[src/rtl/dma_sync_fifo.sv]
// dma_sync_fifo: single-clock FIFO buffering DMA read-channel data until the
// write channel drains it. Provides occupancy count, programmable almost-full /
// almost-empty thresholds, standard or first-word-fall-through read mode, and
// sticky overflow / underflow error flags.
//
// Ports:
//   clk          clock, all state updates on the rising edge
//   rst_n        synchronous active-low reset
//   w_en, r_en   push / pop requests
//   data_in      push data
//   err_clr      clears overflow and underflow
//   data_out     read data (registered on pop, or head word when FWFT=1)
//   full, empty, almost_full, almost_empty, count   occupancy status
//   overflow     sticky: push attempted while full
//   underflow    sticky: pop attempted while empty
module dma_sync_fifo #(
  parameter int DATA_WIDTH = 32,
  parameter int DEPTH      = 16,
  parameter int FWFT       = 0,
  parameter int AF_LEVEL   = DEPTH - 2,
  parameter int AE_LEVEL   = 2
) (
  input  logic                    clk,
  input  logic                    rst_n,
  input  logic                    w_en,
  input  logic                    r_en,
  input  logic [DATA_WIDTH-1:0]   data_in,
  input  logic                    err_clr,
  output logic [DATA_WIDTH-1:0]   data_out,
  output logic                    full,
  output logic                    empty,
  output logic                    almost_full,
  output logic                    almost_empty,
  output logic [$clog2(DEPTH):0]  count,
  output logic                    overflow,
  output logic                    underflow
);

  localparam int AW = $clog2(DEPTH);
  localparam logic [AW:0] AF_THR = (AW+1)'(AF_LEVEL);
  localparam logic [AW:0] AE_THR = (AW+1)'(AE_LEVEL);

  logic [DATA_WIDTH-1:0] mem [DEPTH];
  logic [AW:0]           w_ptr;
  logic [AW:0]           r_ptr;
  logic                  push;
  logic                  pop;

  // Extra wrap bit distinguishes full from empty when the index bits match.
  always_comb begin
    empty        = (w_ptr == r_ptr);
    full         = (w_ptr[AW] != r_ptr[AW]) && (w_ptr[AW-1:0] == r_ptr[AW-1:0]);
    count        = w_ptr - r_ptr;
    almost_full  = (count >= AF_THR);
    almost_empty = (count <= AE_THR);
    push         = w_en && !full;
    pop          = r_en && !empty;
  end

  always_ff @(posedge clk) begin
    if (!rst_n) begin
      w_ptr <= '0;
      r_ptr <= '0;
    end else begin
      if (push) w_ptr <= w_ptr + 1'b1;
      if (pop)  r_ptr <= r_ptr + 1'b1;
    end
  end

  // Storage is deliberately not reset.
  always_ff @(posedge clk) begin
    if (rst_n && push) mem[w_ptr[AW-1:0]] <= data_in;
  end

  // Set has priority over clear so an error in the clearing cycle is not lost.
  always_ff @(posedge clk) begin
    if (!rst_n) begin
      overflow  <= 1'b0;
      underflow <= 1'b0;
    end else begin
      if (w_en && full)  overflow <= 1'b1;
      else if (err_clr)  overflow <= 1'b0;
      if (r_en && empty) underflow <= 1'b1;
      else if (err_clr)  underflow <= 1'b0;
    end
  end

  if (FWFT != 0) begin : g_fwft
    assign data_out = mem[r_ptr[AW-1:0]];
  end else begin : g_reg
    always_ff @(posedge clk) begin
      if (!rst_n)   data_out <= '0;
      else if (pop) data_out <= mem[r_ptr[AW-1:0]];
    end
  end

endmodule

[config.mk]
export PLATFORM = sky130hd
export DESIGN_NAME = dma_sync_fifo
export DESIGN_NICKNAME = d
export VERILOG_FILES = /design/src/rtl/dma_sync_fifo.sv
export SDC_FILE = /design/constraint.sdc
export NUM_CORES = 1
export LEC_CHECK = 0
export ABC_CLOCK_PERIOD_IN_PS = 6600
export CAP_MARGIN = 15
export CELL_PAD_IN_SITES_DETAIL_PLACEMENT = 1
export CELL_PAD_IN_SITES_GLOBAL_PLACEMENT = 1
export CORE_MARGIN = 2
export CORE_UTILIZATION = 50
export DETAILED_ROUTE_END_ITERATION = 6
export GPL_TIMING_DRIVEN = 0
export PLACE_DENSITY = 0.75
export SLEW_MARGIN = 20
export SYNTH_ARGS = -nofsm -noshare
export SYNTH_HDL_FRONTEND = slang
export SYNTH_SLANG_ARGS = --single-unit
[constraint.sdc]
create_clock -name clk -period 6.6 [get_ports clk]
set_input_delay 1.32 -clock clk [delete_from_list [all_inputs] [get_ports clk]]
set_output_delay 1.32 -clock clk [all_outputs]
set_load 0.01 [all_outputs]
After elaboration in Yosys (flattened, before gate mapping)
Memories as Yosys holds them, arrays and structs flattened. A register that Yosys moved wholly into a read port is not among the register bits.
Index checks and enable logic that the tools add are counted.
{ "word_totals": {"ff_bits": 12, "ram_bits": 512, "memories": 1, "inputBits": 37, "wordCells": 29, "out_inout_bits": 43} }
{ "classes": {"magnitude_cmp": 2, "n_reduce_logical": 11, "mux": 5, "add_sub_neg": 3, "eq_ne": 3} }
{ "mem_list": {"columns": ["name", "depth", "width", "rd", "rd_clocked_by_memory_dff", "wr", "line_no", "source"], "rows": [
  ["mem", 16, 32, 1, 1, 1, "43", "logic [DATA_WIDTH-1:0] mem [DEPTH];"]
]} }
{ "op_table": {"columns": ["cell", "count"], "rows": [
  ["5-bit by 1-bit adder with 5-bit output (second input constant)", 2],
  ["1-bit logical AND", 6],
  ["5-bit == test", 1],
  ["5-bit by 4-bit greater-or-equal comparator with 1-bit output (second input constant)", 1],
  ["5-bit by 2-bit less-or-equal comparator with 1-bit output (second input constant)", 1],
  ["1-bit 2-to-1 mux", 5],
  ["5-bit subtractor", 1],
  ["4-bit == test", 1],
  ["2-bit nonzero test", 2],
  ["1-bit zero test", 3],
  ["1-bit != test", 1]
]} }

Longest topological paths before layout
Gate-level depths: netlist (run 1).
{ "logic_depth": {"depth_word": 7, "ltp_mapped": 11, "mapped_depth_nobuf": 8} }

Worst setup path before layout (run 1)
No wires, ideal clock.
{ "synth_path": {"path_kind": "reg2reg", "from": "register r_ptr[3]", "to": "memory mem[3][0], enable pin", "path_stages_with_launch": 9, "n_path_buf": 2, "setup_time_ns": 0.461, "path_slack_ns": 2.069, "period_less_slack_ns": 4.531, "t_required_ns": 6.139, "arrival_time_ns": 4.070, "cell_sequence": "dfxtp_1 > clkbuf_1 > clkbuf_1 > inv_1 > ha_1 > nand4_2 > o21a_1 > nand3_1 > nor3_1"} }
{ "synth_between": {"elab_chain_cells": 7} }
{ "synth_rtl": {"columns": ["element", "line_no", "source"], "rows": [
  ["start: declaration", "45", "logic [AW:0] r_ptr;"],
  ["start signal: assignment", "66", "if (pop) r_ptr <= r_ptr + 1'b1;"],
  ["4-bit == test", "52", "full = (w_ptr[AW] != r_ptr[AW]) && (w_ptr[AW-1:0] == r_ptr[AW-1:0]);"],
  ["1-bit logical AND", "52", null],
  ["1-bit zero test", "56", "push = w_en && !full;"],
  ["1-bit logical AND", "56", null],
  ["1-bit logical AND", "72", "if (rst_n && push) mem[w_ptr[AW-1:0]] <= data_in;"],
  ["1-bit 2-to-1 mux", "72", null],
  ["1-bit 2-to-1 mux (not written as such)", "72", null],
  ["end: declaration", "43", null]
]} }
Every way passes these cells.

Final worst setup path (run 1)
{ "layout_path": {"from": "register r_ptr[3]", "to": "output port almost_empty"} }
{ "layout_between": {"elab_chain_cells": 2} }
{ "layout_rtl": {"columns": ["element", "line_no", "source"], "rows": [
  ["5-bit subtractor", "53", "count = w_ptr - r_ptr;"],
  ["5-bit by 2-bit less-or-equal comparator with 1-bit output", "55", "almost_empty = (count <= AE_THR);"],
  ["end: declaration", "33", "output logic almost_empty,"]
]} }
Every way passes these cells.

==> impl_metrics.toml, run 1 <==
[status]
status = "finished, final reports clean"

[synthesis]
synth_common_cells = "edfxtp_1, mux2i_1, o21ai_0"
synth_edf_count = 512
synthArstFlopShare_pct = 0
syn_nets = 1227
synthCells = 1180
ys_seq_area_share_pct = 76.3
yosys_warnings = 0
synth_area_leaders = "edfxtp_1, mux2i_1, dfxtp_1"
yosys.area.top_type = "edfxtp_1"
synth_top_area_share_pct = 72.2
synth_area_mm2 = 0.0213
ys_ff_latch = 556
ys.flop_type = "edfxtp_1"
yosysUniqueCellTypes = 42
synth_area_per_cell_um2 = 18.1
synth.most_common_cell = "edfxtp_1"

[route]
vias = 11699
routedWlPerCell_um = 28.0
routed_wl_um = 54100
detail_route.vias_per_cell = 6.06
drt_iter0_drc = 1034
route.detailed.drc = 0
ant_nets = 0
drt-pass1-iter-count = 5

[layout]
design_area_mm2 = 0.0251
multi_input_area_mm2 = 0.00472
syn_to_final_growth_pct = 17.9
nFillCells = 3716
regArea_mm2 = 0.0163
drive_gt1_share_pct = 14.9
diodes = 0
num-nets-final = 1391
final_util_pct = 59.7

[sta]
post-route-period-util_pct = 77.0
hold_ws_ns = 0.554
finalCriticalPeriod_ns = 5.08
hold_viol_final = 0
relSlewSlack_pct = 39.1
finClkSkew_ns = 0.0111
setup_violations = 0
drv_slew = 0
clock.fmax_mhz = 197
rsz0062_at_grt = "no"
tightest_slew_ns = 0.913

[global_routing]
grt_pass1_wl_um = 79700
grt_pass1_vias = 12633
overflow = 0
grt_max_degree = 22
antenna_found_initial = 0
track_usage_pct = 24.8

[placed_design]
io_buffers = 79
gp_routability_congestion = 0.756
dpl_cell_area_mm2 = 0.0233
dp_hpwl_um = 35100

[die]
io_pins = 80
dieArea_mm2 = 0.0443
coreArea_mm2 = 0.0420
die_width_um = 210
rows = 75
initial_core_util_pct = 50.7
die_h_um = 210

[cts]
cts_tree = "done"
path_clk_slew_ns = 0.06
root_buffer = "clkbuf_16"
clk_latency_ns = 0.61
cts_resized = 0
clock-sinks = 556
cts_hold_buf = 0
numCtsBuffers = 55
cts_max_level = 2
cts_buffer_depth = 3
postCtsSetupRepairBufs = 0

[setup_path]
rrSetupSlack_ns = 2.35
crit_chain = "clkbuf_1 > clkbuf_1 > inv_1 > ha_1 > or3_1 > a211oi_1 > clkdlybuf4s50_1"
end_kind = "primary output"
cp.required_ns = 5.28
cpPeakStageDelay_ns = 0.59
crit_top_cell = "clkbuf_1"
crit_type = "reg2out"
slowest_stage = "clkdlybuf4s50_1"
cp-start-kind = "flop"
worstPathMaxFanout = 10
cp.arrival_ns = 3.76

[min_path]
hold_path_class = "reg2reg"

[flow_run]
maxCapViolations = 0

[power_and_ir_drop]
peakVddDrop_v = 0.000257
power_leakage_nw = 7.80
p_per_area_mw_per_mm2 = 322
==> routing by layer <==
metal,track usage (%),vias up,share of wire (%)
li1,-,5095,-
met1,31.8,6095,41
met4,8.26,0,2.8
met5,0,-,0
met2,42.8,407,50
met3,4.51,102,6.2
==> through the flow <==
step / worst slack [ns] / instances / setup TNS, ns / total power, W
floorplan: 2.07 / 1180 / 0 / 0.00454
detailed placement: 2.16 / 1826 / 0 / 0.00498
global route: 1.43 / 1930 / 0 / 0.00830
CTS: 1.55 / 1930 / 0 / 0.00812
global placement: -1.34 / 1798 / -151.59 / 0.00494
finish: 1.52 / 1930 / 0 / 0.00808
==> cell usage in the layout, fill, tap and decap left out, drive strengths merged, types with 36 or more instances in the layout <==
master           n
a21oi           37
buf             68
clkbuf         116
clkdlybuf4s50   79
dfxtp           44
edfxtp         512
mux2i          193
nor3            36
o21ai           67
o22ai           64
==> worst paths after layout <==
check,start,to,cells past startpoint
worst max-delay path,r_ptr[3],almost_empty,7
worst min-delay path,data_out[8],data_out[8],2
worst max register to register,r_ptr[3],mem[1][13],10
worst min register to register,data_out[8],data_out[8],2
==> power by group <==
part / leakage, nW / internal, W / total (W) / switching, W
sequential: 4.97 / 0.00392 / 0.00396 / 0.0000402
clock: 0.905 / 0.00184 / 0.00316 / 0.00131
combinational: 1.92 / 0.000396 / 0.000963 / 0.000567
==> kinds of logic after synthesis <==
family / Yosys count / share of synthesized area [%]
DFF: 556 / 76.3
muxes: 225 / 12.4
AOI/OAI and AO/OA: 212 / 6.12
and+or+nand+nor: 89 / 2.06
buffers and inverters: 79 / 2.06
adders and majority gates: 10 / 0.622
xor gates and xnor gates: 9 / 0.405
==> layout make-up <==
type / instances / share of cell area (%)
Sequential cell: 556 / 64.7
Timing Repair Buffer: 107 / 4.72
Multi-Input combinational cell: 545 / 18.8
Clock buffer: 86 / 6.59
Tap cell: 539 / 2.69
Buffer: 70 / 1.61
Clock inverter: 18 / 0.727
Inverter: 9 / 0.135
==> sequential cells by signal, summed over array words and instances (netlist names) <==
register and cells:
mem 512, r_ptr 5, underflow 1, overflow 1, w_ptr 5, data_out 32
==> worst max-delay path, delay by kind of cell (launching register included) <==
family                     cells  cell delay [ns]
AOI/OAI and AO/OA              1             0.27
and+or+nand+nor                1             0.42
DFF                            1             0.37
buffers and inverters          4             1.74
adders and majority gates      1             0.36
Note: power is estimated with default switching activity, not from simulation.
==> inputs of run 2 (changes only) <==
- ABC_CLOCK_PERIOD_IN_PS: 6600 -> 4640
- CORE_UTILIZATION: 50 -> 47
- PLACE_DENSITY: 0.75 -> 0.74
- clock period: 6.6 -> 4.64 ns (I/O delays scaled with it)
==> impl_metrics.toml, run 2 (same netlist as run 1, synthesis figures left out) <==
[placed_design]
dp_hpwl_um = 34600
gp_routability_congestion = 0.772
dpl_cell_area_mm2 = 0.0233
io_buffers = 79
place_ws_ns = 0.266

[setup_path]
worstPathMaxFanout = 10
end_kind = "primary output"
cp.required_ns = 3.71
worstReg2RegStart = "r_ptr[3]"
rr_worst_depth = 10
cp.arrival_ns = 3.49
r2r_end = "mem[1][15]"
crit_type = "reg2out"
rrSetupSlack_ns = 0.34
cp-start-kind = "flop"

[layout]
syn_to_final_growth_pct = 18.3
layout_commonest_cell = "edfxtp_1"
final_cell_mix = "edfxtp_1, mux2i_1, clkdlybuf4s50_1, o21ai_0, o22ai_1"
multi_input_area_mm2 = 0.00472
nFillCells = 4094
largest_register_ffs = 512
drive_gt1_share_pct = 15.2
num-nets-final = 1392
diodes = 0
design_area_mm2 = 0.0252
regArea_mm2 = 0.0163

[die]
rows = 78
die_width_um = 217
io_pins = 80
coreArea_mm2 = 0.0451
die_h_um = 217
initial_core_util_pct = 47.3
dieArea_mm2 = 0.0471

[power_and_ir_drop]
p_per_area_mw_per_mm2 = 460
power_leakage_nw = 7.82
peakVddDrop_v = 0.000326

[sta]
tightest_slew_ns = 0.931
finalSetupTns_ns = 0
clock.fmax_mhz = 226
setup_violations = 0
setup_ws_ns = 0.218
finalCriticalPeriod_ns = 4.42
relSlewSlack_pct = 37.6
hold_ws_ns = 0.567
drv_slew = 0
post-route-period-util_pct = 95.3
hold_viol_final = 0
finClkSkew_ns = 0.0206
rsz0062_at_grt = "no"

[cts]
clock-sinks = 556
root_buffer = "clkbuf_16"
path_clk_slew_ns = 0.07
cts_buffer_depth = 3
numCtsBuffers = 56
clk_latency_ns = 0.61
cts_hold_buf = 0
cts_tree = "done"
cts_max_level = 2

[route]
route.detailed.drc = 0
routed_wl_um = 55100
detail_route.vias_per_cell = 5.88
drt-pass1-iter-count = 7
drt_iter0_drc = 1076
ant_nets = 0
routedWlPerCell_um = 27.7
vias = 11706

[min_path]
min_from = "data_out[9]"
whs_path_depth = 2
whs_endpoint = "data_out[9]"
hold_path_class = "reg2reg"

[global_routing]
grt_max_degree = 22
track_usage_pct = 23.8
overflow = 0
grt_pass1_wl_um = 82300
antenna_found_initial = 0
grt_pass1_vias = 12797

[status]
status = "finished, final reports clean"

[flow_run]
maxCapViolations = 0
[run 2: repair_timing]
action,CTS,global route
resized for setup,1,2
pin swaps,0,0
setup endpoints to repair,1,1
setup buffers,0,0
[run 2: layer usage]
layer	wire (um)	vias up	share of wire, %	track usage (%)
li1	-	5095	-	-
met4	1460	0	2.6	7.47
met3	2590	100	4.7	3.83
met2	28300	342	51	41.7
met1	22800	6169	41	30.6
met5	0	-	0	0
[run 2: layout make-up]
| cell class | instances | area share, % |
|---|---|---|
| Tap cell | 600 | 2.98 |
| Clock inverter | 36 | 1.51 |
| Multi-Input combinational cell | 545 | 18.7 |
| Inverter | 9 | 0.134 |
| Timing Repair Buffer | 107 | 4.65 |
| Buffer | 70 | 1.62 |
| Clock buffer | 69 | 5.91 |
| Sequential cell | 556 | 64.5 |
[run 2: stage by stage]
stage / total power (W) / util (%) / cells
final: 0.0116 / 55.9 / 1992
after global routing: 0.0119 / 55.9 / 1992
after CTS: 0.0117 / 55.9 / 1992
after detailed placement: 0.00710 / 51.8 / 1887
after global placement: 0.00704 / 50.7 / 1859
after floorplan: 0.00646 / - / 1180
[run 2: power breakdown]
part           internal, W  total (W)  switching, W
registers          0.00557    0.00564     0.0000630
clock network      0.00268    0.00461       0.00194
logic             0.000561    0.00136      0.000795
[run 2: critical path, cell delays in order, from the launching register on]
cell and delay, ns:
dfxtp_1 0.34, buf_4 0.15, buf_6 0.18, buf_8 0.20, buf_6 0.20, inv_1 0.10
ha_1 0.32, nor2b_1 0.14, o21a_1 0.17, or3_1 0.36, a41o_1 0.25, clkdlybuf4s50_1 0.47
[run 2: worst max path at each step]
| stage | from | end | slack, ns | cells after the start |
|---|---|---|---|---|
| 5_1_grt | r_ptr[1] | almost_full | 0.04 | 11 |
| 3_3_place_gp | r_ptr[3] | mem[3][17] | -3.01 | 8 |
| 4_1_cts | r_ptr[2] | almost_empty | 0.07 | 9 |
| 3_5_place_dp | r_ptr[3] | mem[1][19] | 0.27 | 10 |
| 6_report | r_ptr[1] | almost_full | 0.22 | 11 |
| 2_1_floorplan | r_ptr[3] | mem[3][0] | 0.11 | 8 |
